$ cat src/rtl/reg_dump_reader.sv
// Reads NUM_REGISTERS words from a register file and streams them out as bytes, LSB first.
// Optional feature: define REG_DUMP_CHECKSUM_EN to append an XOR checksum byte after the last register.
module reg_dump_reader #(
  parameter int WIDTH         = 32,
  parameter int WIDTH_ADD     = 5,
  parameter int NUM_REGISTERS = 32
) (
  input  logic                 clk,
  input  logic                 reset,
  input  logic                 start,
  output logic [WIDTH_ADD-1:0] rd_addr,
  input  logic [WIDTH-1:0]     rd_data,
  output logic [7:0]           tx_data,
  output logic                 tx_valid,
  input  logic                 tx_ready,
  output logic                 busy,
  output logic                 done
);

  localparam int BYTES = WIDTH / 8;
  localparam int CNT_W = (BYTES > 1) ? $clog2(BYTES) : 1;
  localparam logic [CNT_W-1:0]     LAST_BYTE = CNT_W'(BYTES - 1);
  localparam logic [WIDTH_ADD-1:0] LAST_ADDR = WIDTH_ADD'(NUM_REGISTERS - 1);

  typedef enum logic [1:0] {
    IDLE,
    LOAD,
    SEND,
    FINISH
  } state_t;

  state_t           state;
  logic [WIDTH-1:0] shift;
  logic [CNT_W-1:0] byte_cnt;
  logic             last_byte;

`ifdef REG_DUMP_CHECKSUM_EN
  logic [7:0] csum;
  logic       csum_phase;
`endif

  // The byte on the wire is always the low byte of the shift register; the checksum is loaded there too.
  assign tx_data   = shift[7:0];
  assign last_byte = (byte_cnt == LAST_BYTE);

  always_ff @(posedge clk) begin
    if (reset) begin
      state    <= IDLE;
      rd_addr  <= '0;
      shift    <= '0;
      byte_cnt <= '0;
      tx_valid <= 1'b0;
      busy     <= 1'b0;
      done     <= 1'b0;
`ifdef REG_DUMP_CHECKSUM_EN
      csum       <= '0;
      csum_phase <= 1'b0;
`endif
    end else begin
      done <= 1'b0;
      case (state)
        IDLE: begin
          if (start) begin
            state   <= LOAD;
            rd_addr <= '0;
            busy    <= 1'b1;
`ifdef REG_DUMP_CHECKSUM_EN
            csum       <= '0;
            csum_phase <= 1'b0;
`endif
          end
        end

        LOAD: begin
          shift    <= rd_data;
          byte_cnt <= '0;
          tx_valid <= 1'b1;
          state    <= SEND;
        end

        // Nothing moves unless the transmitter takes the byte, so a stall holds data and state.
        SEND: begin
          if (tx_ready) begin
            shift    <= shift >> 8;
            byte_cnt <= byte_cnt + CNT_W'(1);
`ifdef REG_DUMP_CHECKSUM_EN
            if (csum_phase) begin
              csum_phase <= 1'b0;
              tx_valid   <= 1'b0;
              done       <= 1'b1;
              state      <= FINISH;
            end else begin
              csum <= csum ^ shift[7:0];
              if (last_byte) begin
                if (rd_addr < LAST_ADDR) begin
                  rd_addr  <= rd_addr + WIDTH_ADD'(1);
                  tx_valid <= 1'b0;
                  state    <= LOAD;
                end else begin
                  csum_phase <= 1'b1;
                  shift      <= WIDTH'(csum ^ shift[7:0]);
                end
              end
            end
`else
            if (last_byte) begin
              if (rd_addr < LAST_ADDR) begin
                rd_addr  <= rd_addr + WIDTH_ADD'(1);
                tx_valid <= 1'b0;
                state    <= LOAD;
              end else begin
                tx_valid <= 1'b0;
                done     <= 1'b1;
                state    <= FINISH;
              end
            end
`endif
          end
        end

        FINISH: begin
          state   <= IDLE;
          rd_addr <= '0;
          busy    <= 1'b0;
        end

        default: begin
          state    <= IDLE;
          tx_valid <= 1'b0;
          busy     <= 1'b0;
        end
      endcase
    end
  end

endmodule

$ cat config.mk
export PLATFORM = sky130hd
export DESIGN_NAME = reg_dump_reader
export DESIGN_NICKNAME = d
export VERILOG_FILES = /design/src/rtl/reg_dump_reader.sv
export SDC_FILE = /design/constraint.sdc
export NUM_CORES = 1
export LEC_CHECK = 0
export ABC_AREA = 0
export BUFFER_PORTS_ARGS = -buffer_cell sky130_fd_sc_hd__buf_2
export CORE_ASPECT_RATIO = 1.5
export CORE_MARGIN = 2
export CORE_UTILIZATION = 40
export CTS_BUF_LIST = sky130_fd_sc_hd__clkbuf_4
export CTS_CLUSTER_SIZE = 20
export DETAILED_ROUTE_END_ITERATION = 7
export HOLD_SLACK_MARGIN = 0.12
export MAX_ROUTING_LAYER = met4
export PLACE_DENSITY = 0.63
export SKIP_LAST_GASP = 1
export SLEW_MARGIN = 40
export SYNTH_ARGS = -nofsm -noshare
export SYNTH_HDL_FRONTEND = slang
export SYNTH_SLANG_ARGS = --single-unit
$ cat constraint.sdc
create_clock -name clk -period 1.7 [get_ports clk]
set_clock_uncertainty 0.05 [all_clocks]
set_input_delay 0.085 -clock clk [delete_from_list [all_inputs] [get_ports clk]]
set_output_delay 0.085 -clock clk [all_outputs]
set_load 0.005 [all_outputs]
==> impl_metrics.env, run 1 <==
export IMPL_cp_slowest_cell="dfxtp_1"
export IMPL_vdd_ir_drop_max_mv=0.4325
export IMPL_worst_pin_slew_ns=0.4544
export IMPL_firstDrtPassIters=4
export IMPL_synthArstFlopShare=0
export IMPL_layoutNonFillerInstCount=404
export IMPL_regToRegEndpoint="shift[8]"
export IMPL_criticalPathCategory="register to register"
export IMPL_syn_to_final_growth_pct=34.74
export IMPL_slew_violations=0
export IMPL_slew_headroom=0.6950
export IMPL_p_total_uw=2064
export IMPL_vias_per_cell=4.916
export IMPL_clock_sinks=44
export IMPL_ant_nets=0
export IMPL_path_delay_family="compound AO/OA/AOI/OAI gates"
export IMPL_cts_reportedPaths_clkPinSlew_ns=0.12
export IMPL_vias=1986
export IMPL_gr_total_overflow=0
export IMPL_min_period_ns=1.464
export IMPL_htree_levels=2
export IMPL_cap_violations=0
export IMPL_wl_per_cell_um=11.69
export IMPL_postCtsSetupBuffers=0
export IMPL_fin_crit_sh=0.8613
export IMPL_crit_path_start_kind="register"
export IMPL_p_per_area_nw_per_um2=760.7
export IMPL_crit_required_ns=1.91
export IMPL_cts_root_buf="clkbuf_4"
export IMPL_timing_setup_tns_ns=0
export IMPL_synth_top_area_cell="dfxtp_1"
export IMPL_place_congestion=0.8178
export IMPL_crit_arrival_ns=1.67
export IMPL_rsz0062_at_grt="no"
export IMPL_fillers=445
export IMPL_grt_max_degree=49
export IMPL_holdWs_ns=0.4316
export IMPL_clock_path_buffers=2
export IMPL_grt_pass1_wl_um=7907
export IMPL_clk_latency_ns=0.35
export IMPL_whs_endpoint="shift[4]"
export IMPL_avgSynthCellArea_um2=7.713
export IMPL_yosysUniqueCellTypes=31
export IMPL_slowest_delay_ns=0.43
export IMPL_dpl_cell_count=362
export IMPL_grt_total_usage=0.1856
export IMPL_grt_pass1_vias=1912
export IMPL_path_cells="nand2_1, o21ai_4, buf_12, nor2_1, a311oi_1"
export IMPL_worstHoldStart="shift[12]"
export IMPL_synth_flop_cell="dfxtp_1"
export IMPL_yosys_warnings=0
export IMPL_io_pins=52
export IMPL_drc=0
export IMPL_r2r_cells=5
export IMPL_finalSetupViolations=0
export IMPL_hold_path_class="register to register"
export IMPL_totalWireLength_um=4722
export IMPL_r2r_start="state[1]"
export IMPL_ys_ff_latch=44
export IMPL_cp_end_kind="register"
export IMPL_synth_cells=261
export IMPL_netlist_area_um2=2013
export IMPL_hold_violations=0
export IMPL_postLayoutCoreUtil=0.5595
export IMPL_cts_tree="done"
export IMPL_drive_gt1_frac=0.2101
export IMPL_hpwlAfterDp_um=3107
export IMPL_floorplan_die_area_um2=5628
export IMPL_cts_buffers=5
export IMPL_start_util=0.4152
export IMPL_die_w_um=61.93
export IMPL_num_nets_final=376
export IMPL_ys_seq_area_frac=0.4375
export IMPL_fp_dieH_um=90.89
export IMPL_path_max_fanout=48
export IMPL_diodes=0
export IMPL_port_buffers=51
export IMPL_fmax_ghz=0.6829
export IMPL_path_buf_inv=1
export IMPL_rows=31
export IMPL_antenna_found_initial=0
export IMPL_synthTopCellsByArea="dfxtp_1 44%, nand2_1 11%, a311oi_1 11%, nor2_1 8.2%, buf_4 3.4%"
export IMPL_min_delay_path_depth=2
export IMPL_netlist_area_leader_share=0.4375
export IMPL_p_leak_uw=0.001131
export IMPL_outcome="finished clean"
export IMPL_syn_num_nets=299
export IMPL_synth_edf_count=0
export IMPL_dr_first_iter_drc_count=140
export IMPL_core_area_um2=4848
export IMPL_reg2reg_slack_ns=0.24
## stage by stage
| step | setup WS (ns) | area [um2] |
|---|---|---|
| 3_3_place_gp | 0.2757 | 2312 |
| 4_1_cts | 0.2218 | 2713 |
| 5_1_grt | 0.1089 | 2713 |
| 3_5_place_dp | 0.2425 | 2312 |
| 2_1_floorplan | 0.2521 | 2013 |
| 6_report | 0.2358 | 2713 |
## synthesized netlist by cell type (all sizes together), types with 2 or more instances
cell type,count
o21ai,6
a311oi,25
nand2b,4
a2111oi,2
nor3,8
inv,5
a22oi,2
nor2,44
ha,2
nand2,59
a41oi,2
and3,2
and2,3
buf,19
a31oi,2
a21oi,12
dfxtp,44
nor2b,2
clkbuf,8
## worst min-delay path: cells and delay by family (launching register included)
kind | cells | cell delay, ns
compound gates | 1 | 0.07
flops | 1 | 0.33
simple gates | 1 | 0.05
## cell type report
cell class | count | area, um2 | share of cell area
Timing Repair Buffer | 97 | 700.7 | 0.2583
Clock buffer | 6 | 45.04 | 0.01661
Sequential cell | 44 | 880.8 | 0.3247
Tap cell | 66 | 82.58 | 0.03044
Clock inverter | 1 | 5.005 | 0.001845
Multi-Input combinational cell | 185 | 979.7 | 0.3612
Inverter | 5 | 18.77 | 0.006919
## registers in the layout, indices dropped and copies added, names as in the netlist
name and flops:
byte_cnt 2, state 2, done 1, busy 1
rd_addr 5, tx_valid 1, shift 32
## worst max-delay path by stage
stage           startpoint    endpoint  slack [ns]  depth (start not counted)
2_1_floorplan  byte_cnt[0]  rd_addr[3]        0.25                          6
6_report          state[1]    shift[8]        0.24                          5
3_3_place_gp      state[0]   shift[31]        0.28                          5
4_1_cts           state[1]    shift[8]        0.22                          5
3_5_place_dp      state[1]    shift[8]        0.24                          5
5_1_grt           state[1]    shift[8]        0.11                          5
## cells in the final DEF, fill, tap and decap left out
cell,Yosys,layout
nor2b_2,0,1
and3_1,2,2
nor4b_1,1,1
a211oi_1,1,1
and2_1,3,3
nor3_1,8,8
o21ai_0,4,4
dfxtp_1,44,44
clkbuf_4,0,6
nand2_1,59,59
ha_1,2,2
o21ai_4,0,1
a311oi_1,25,25
o21a_1,1,1
buf_2,10,51
a22o_1,1,1
nor2_1,44,44
a21oi_1,12,12
dlygate4sd3_1,0,35
nor3b_1,1,1
buf_12,0,1
nand4_1,1,1
a31oi_1,2,2
nand3_1,1,1
nand2b_1,4,4
o21ai_1,2,1
clkinv_2,0,1
buf_4,9,10
a22oi_1,2,2
nor2b_1,2,1
or4_1,1,1
a41oi_1,2,2
a2111oi_0,2,2
inv_1,5,5
nor4_1,1,1
o2bb2ai_1,1,1
## per-layer routing
layer | global-route usage | vias up | share of wire
met5 | - | - | 0
li1 | - | 1060 | -
met4 | 0.06915 | 0 | 0.017
met1 | 0.2109 | 883 | 0.46
met3 | 0.03582 | 6 | 0.033
met2 | 0.3096 | 37 | 0.49
## power by group
group	internal, uW	switching [uW]	total (uW)
logic	213	211	424
clock network	169	315	483
registers	1110	42.8	1160
total	1500	568	2060
## repair_timing
action | in CTS | in global routing
hold endpoints to repair | 41 | 0
resized for setup | 0 | 0
hold buffers | 35 | 0
## logic make-up (layout without fill, tap and decap cells)
| family | count (synthesis) | after routing | share of synthesized area |
|---|---|---|---|
| AOI/OAI and AO/OA | 55 | 55 | 0.2008 |
| and+or+nand+nor | 128 | 128 | 0.2666 |
| adders and majority gates | 2 | 2 | 0.01243 |
| buffers and inverters | 32 | 109 | 0.08266 |
| DFF | 44 | 44 | 0.4375 |
No activity file was read; power rests on OpenSTA's default activity.
==> inputs of run 2 (changes only) <==
RECOVER_POWER = 100   (was default)
SLEW_MARGIN = default   (was 40)
==> impl_metrics.env, run 2 (synthesis results as in run 1) <==
export IMPL_die_w_um=61.93
export IMPL_path_max_fanout=9
export IMPL_cts_tree="done"
export IMPL_cts_buffers=5
export IMPL_hpwlAfterDp_um=3107
export IMPL_start_util=0.4152
export IMPL_fp_dieH_um=90.89
export IMPL_rows=31
export IMPL_layout_common_cells="59 x nand2_1, 44 x nor2_1, 44 x dfxtp_1"
export IMPL_worstHoldStart="shift[12]"
export IMPL_regToRegEndpoint="shift[31]"
export IMPL_slew_headroom=0.6959
export IMPL_min_period_ns=1.500
export IMPL_cp_end_kind="register"
export IMPL_drc=0
export IMPL_min_delay_path_depth=2
export IMPL_postCtsSetupBuffers=0
export IMPL_diodes=0
export IMPL_grt_pass1_wl_um=7907
export IMPL_top_register="shift"
export IMPL_post_cts_resized=0
export IMPL_criticalPathCategory="register to register"
export IMPL_finalSetupViolations=0
export IMPL_ant_nets=0
export IMPL_final_common_cell="nand2_1"
export IMPL_clk_latency_ns=0.35
export IMPL_grt_pass1_vias=1912
export IMPL_port_buffers=51
export IMPL_p_leak_uw=0.001097
export IMPL_antenna_found_initial=0
export IMPL_clock_sinks=44
export IMPL_r2r_start="state[0]"
export IMPL_floorplan_die_area_um2=5628
export IMPL_crit_required_ns=1.87
export IMPL_fin_crit_sh=0.8825
export IMPL_firstDrtPassIters=4
export IMPL_cts_reportedPaths_clkPinSlew_ns=0.12
export IMPL_fmax_ghz=0.6666
export IMPL_io_pins=52
export IMPL_crit_arrival_ns=1.67
export IMPL_dr_first_iter_drc_count=133
export IMPL_cts_hold_buf=35
export IMPL_outcome="finished clean"
export IMPL_whs_endpoint="shift[4]"
export IMPL_wl_per_cell_um=11.74
export IMPL_hold_violations=0
export IMPL_rsz0062_at_grt="no"
export IMPL_largest_reg_flops=32
export IMPL_cap_violations=0
export IMPL_r2r_cells=5
export IMPL_gr_total_overflow=0
export IMPL_hold_path_class="register to register"
export IMPL_vias_per_cell=4.928
export IMPL_worst_pin_slew_ns=0.4531
export IMPL_drive_gt1_frac=0.1864
export IMPL_clock_path_buffers=2
export IMPL_vdd_ir_drop_max_mv=0.4329
export IMPL_htree_levels=2
export IMPL_timing_setup_tns_ns=0
export IMPL_slew_violations=0
export IMPL_grt_total_usage=0.1856
export IMPL_p_per_area_nw_per_um2=763.5
export IMPL_reg2reg_slack_ns=0.20
export IMPL_postLayoutCoreUtil=0.5559
export IMPL_p_total_uw=2058
export IMPL_totalWireLength_um=4743
export IMPL_crit_path_start_kind="register"
export IMPL_grt_max_degree=49
export IMPL_top_regs="shift: 32 flops, rd_addr: 5 flops"
export IMPL_vias=1991
export IMPL_place_congestion=0.8178
export IMPL_cts_root_buf="clkbuf_4"
export IMPL_syn_to_final_growth_pct=33.87
export IMPL_core_area_um2=4848
export IMPL_num_nets_final=376
==> run 2: changes by cell type in the layout (fill, tap and decap cells not counted), sizes merged <==
cell and delta:
buf -11, clkbuf +11
==> run 2: how the worst max path moves through the flow <==
stage / end / slack, ns / start
2_1_floorplan: rd_addr[3] / 0.25 / byte_cnt[0]
3_3_place_gp: shift[31] / 0.28 / state[0]
3_5_place_dp: shift[8] / 0.24 / state[1]
4_1_cts: shift[8] / 0.22 / state[1]
5_1_grt: shift[8] / 0.06 / state[1]
6_report: shift[31] / 0.20 / state[0]
==> run 2: critical path, cell delays in order (launching register included) <==
cell and delay (ns):
dfxtp_1 0.36, buf_4 0.16, nand2b_1 0.13, clkbuf_2 0.24, nor2_1 0.06, a2111oi_0 0.37
==> run 2: final cells by class <==
type	count	area [um2]
clock inverters	1	5.005
well taps	66	82.58
multi-input cells	185	979.7
clock buffers	6	45.04
fillers	455	2153
repair buffers	97	683.2
flip-flops and latches	44	880.8
inverters	5	18.77
==> run 2: power breakdown <==
group	internal (uW)	switching (uW)	leakage [uW]	total [uW]
Sequential	1110	43.6	0.000361	1160
Clock	169	316	0.0000315	485
Combinational	205	211	0.000704	416
Total	1490	571	0.00110	2060
==> run 2: metrics by stage <==
stage	instances	hold WS [ns]	setup slack [ns]	area, um2
after detailed placement	362	0.3093	0.2425	2312
final	404	0.4340	0.1998	2695
after global routing	404	0.4593	0.05555	2695
after CTS	404	0.4340	0.2218	2713
after global placement	362	0.2957	0.2757	2312
after floorplan	261	0.1975	0.2521	2013
==> run 2: layer usage <==
layer,track usage,routed length [um]
met3,0.03582,154
met1,0.2109,2198
met2,0.3096,2309
met5,-,0
met4,0.06915,80
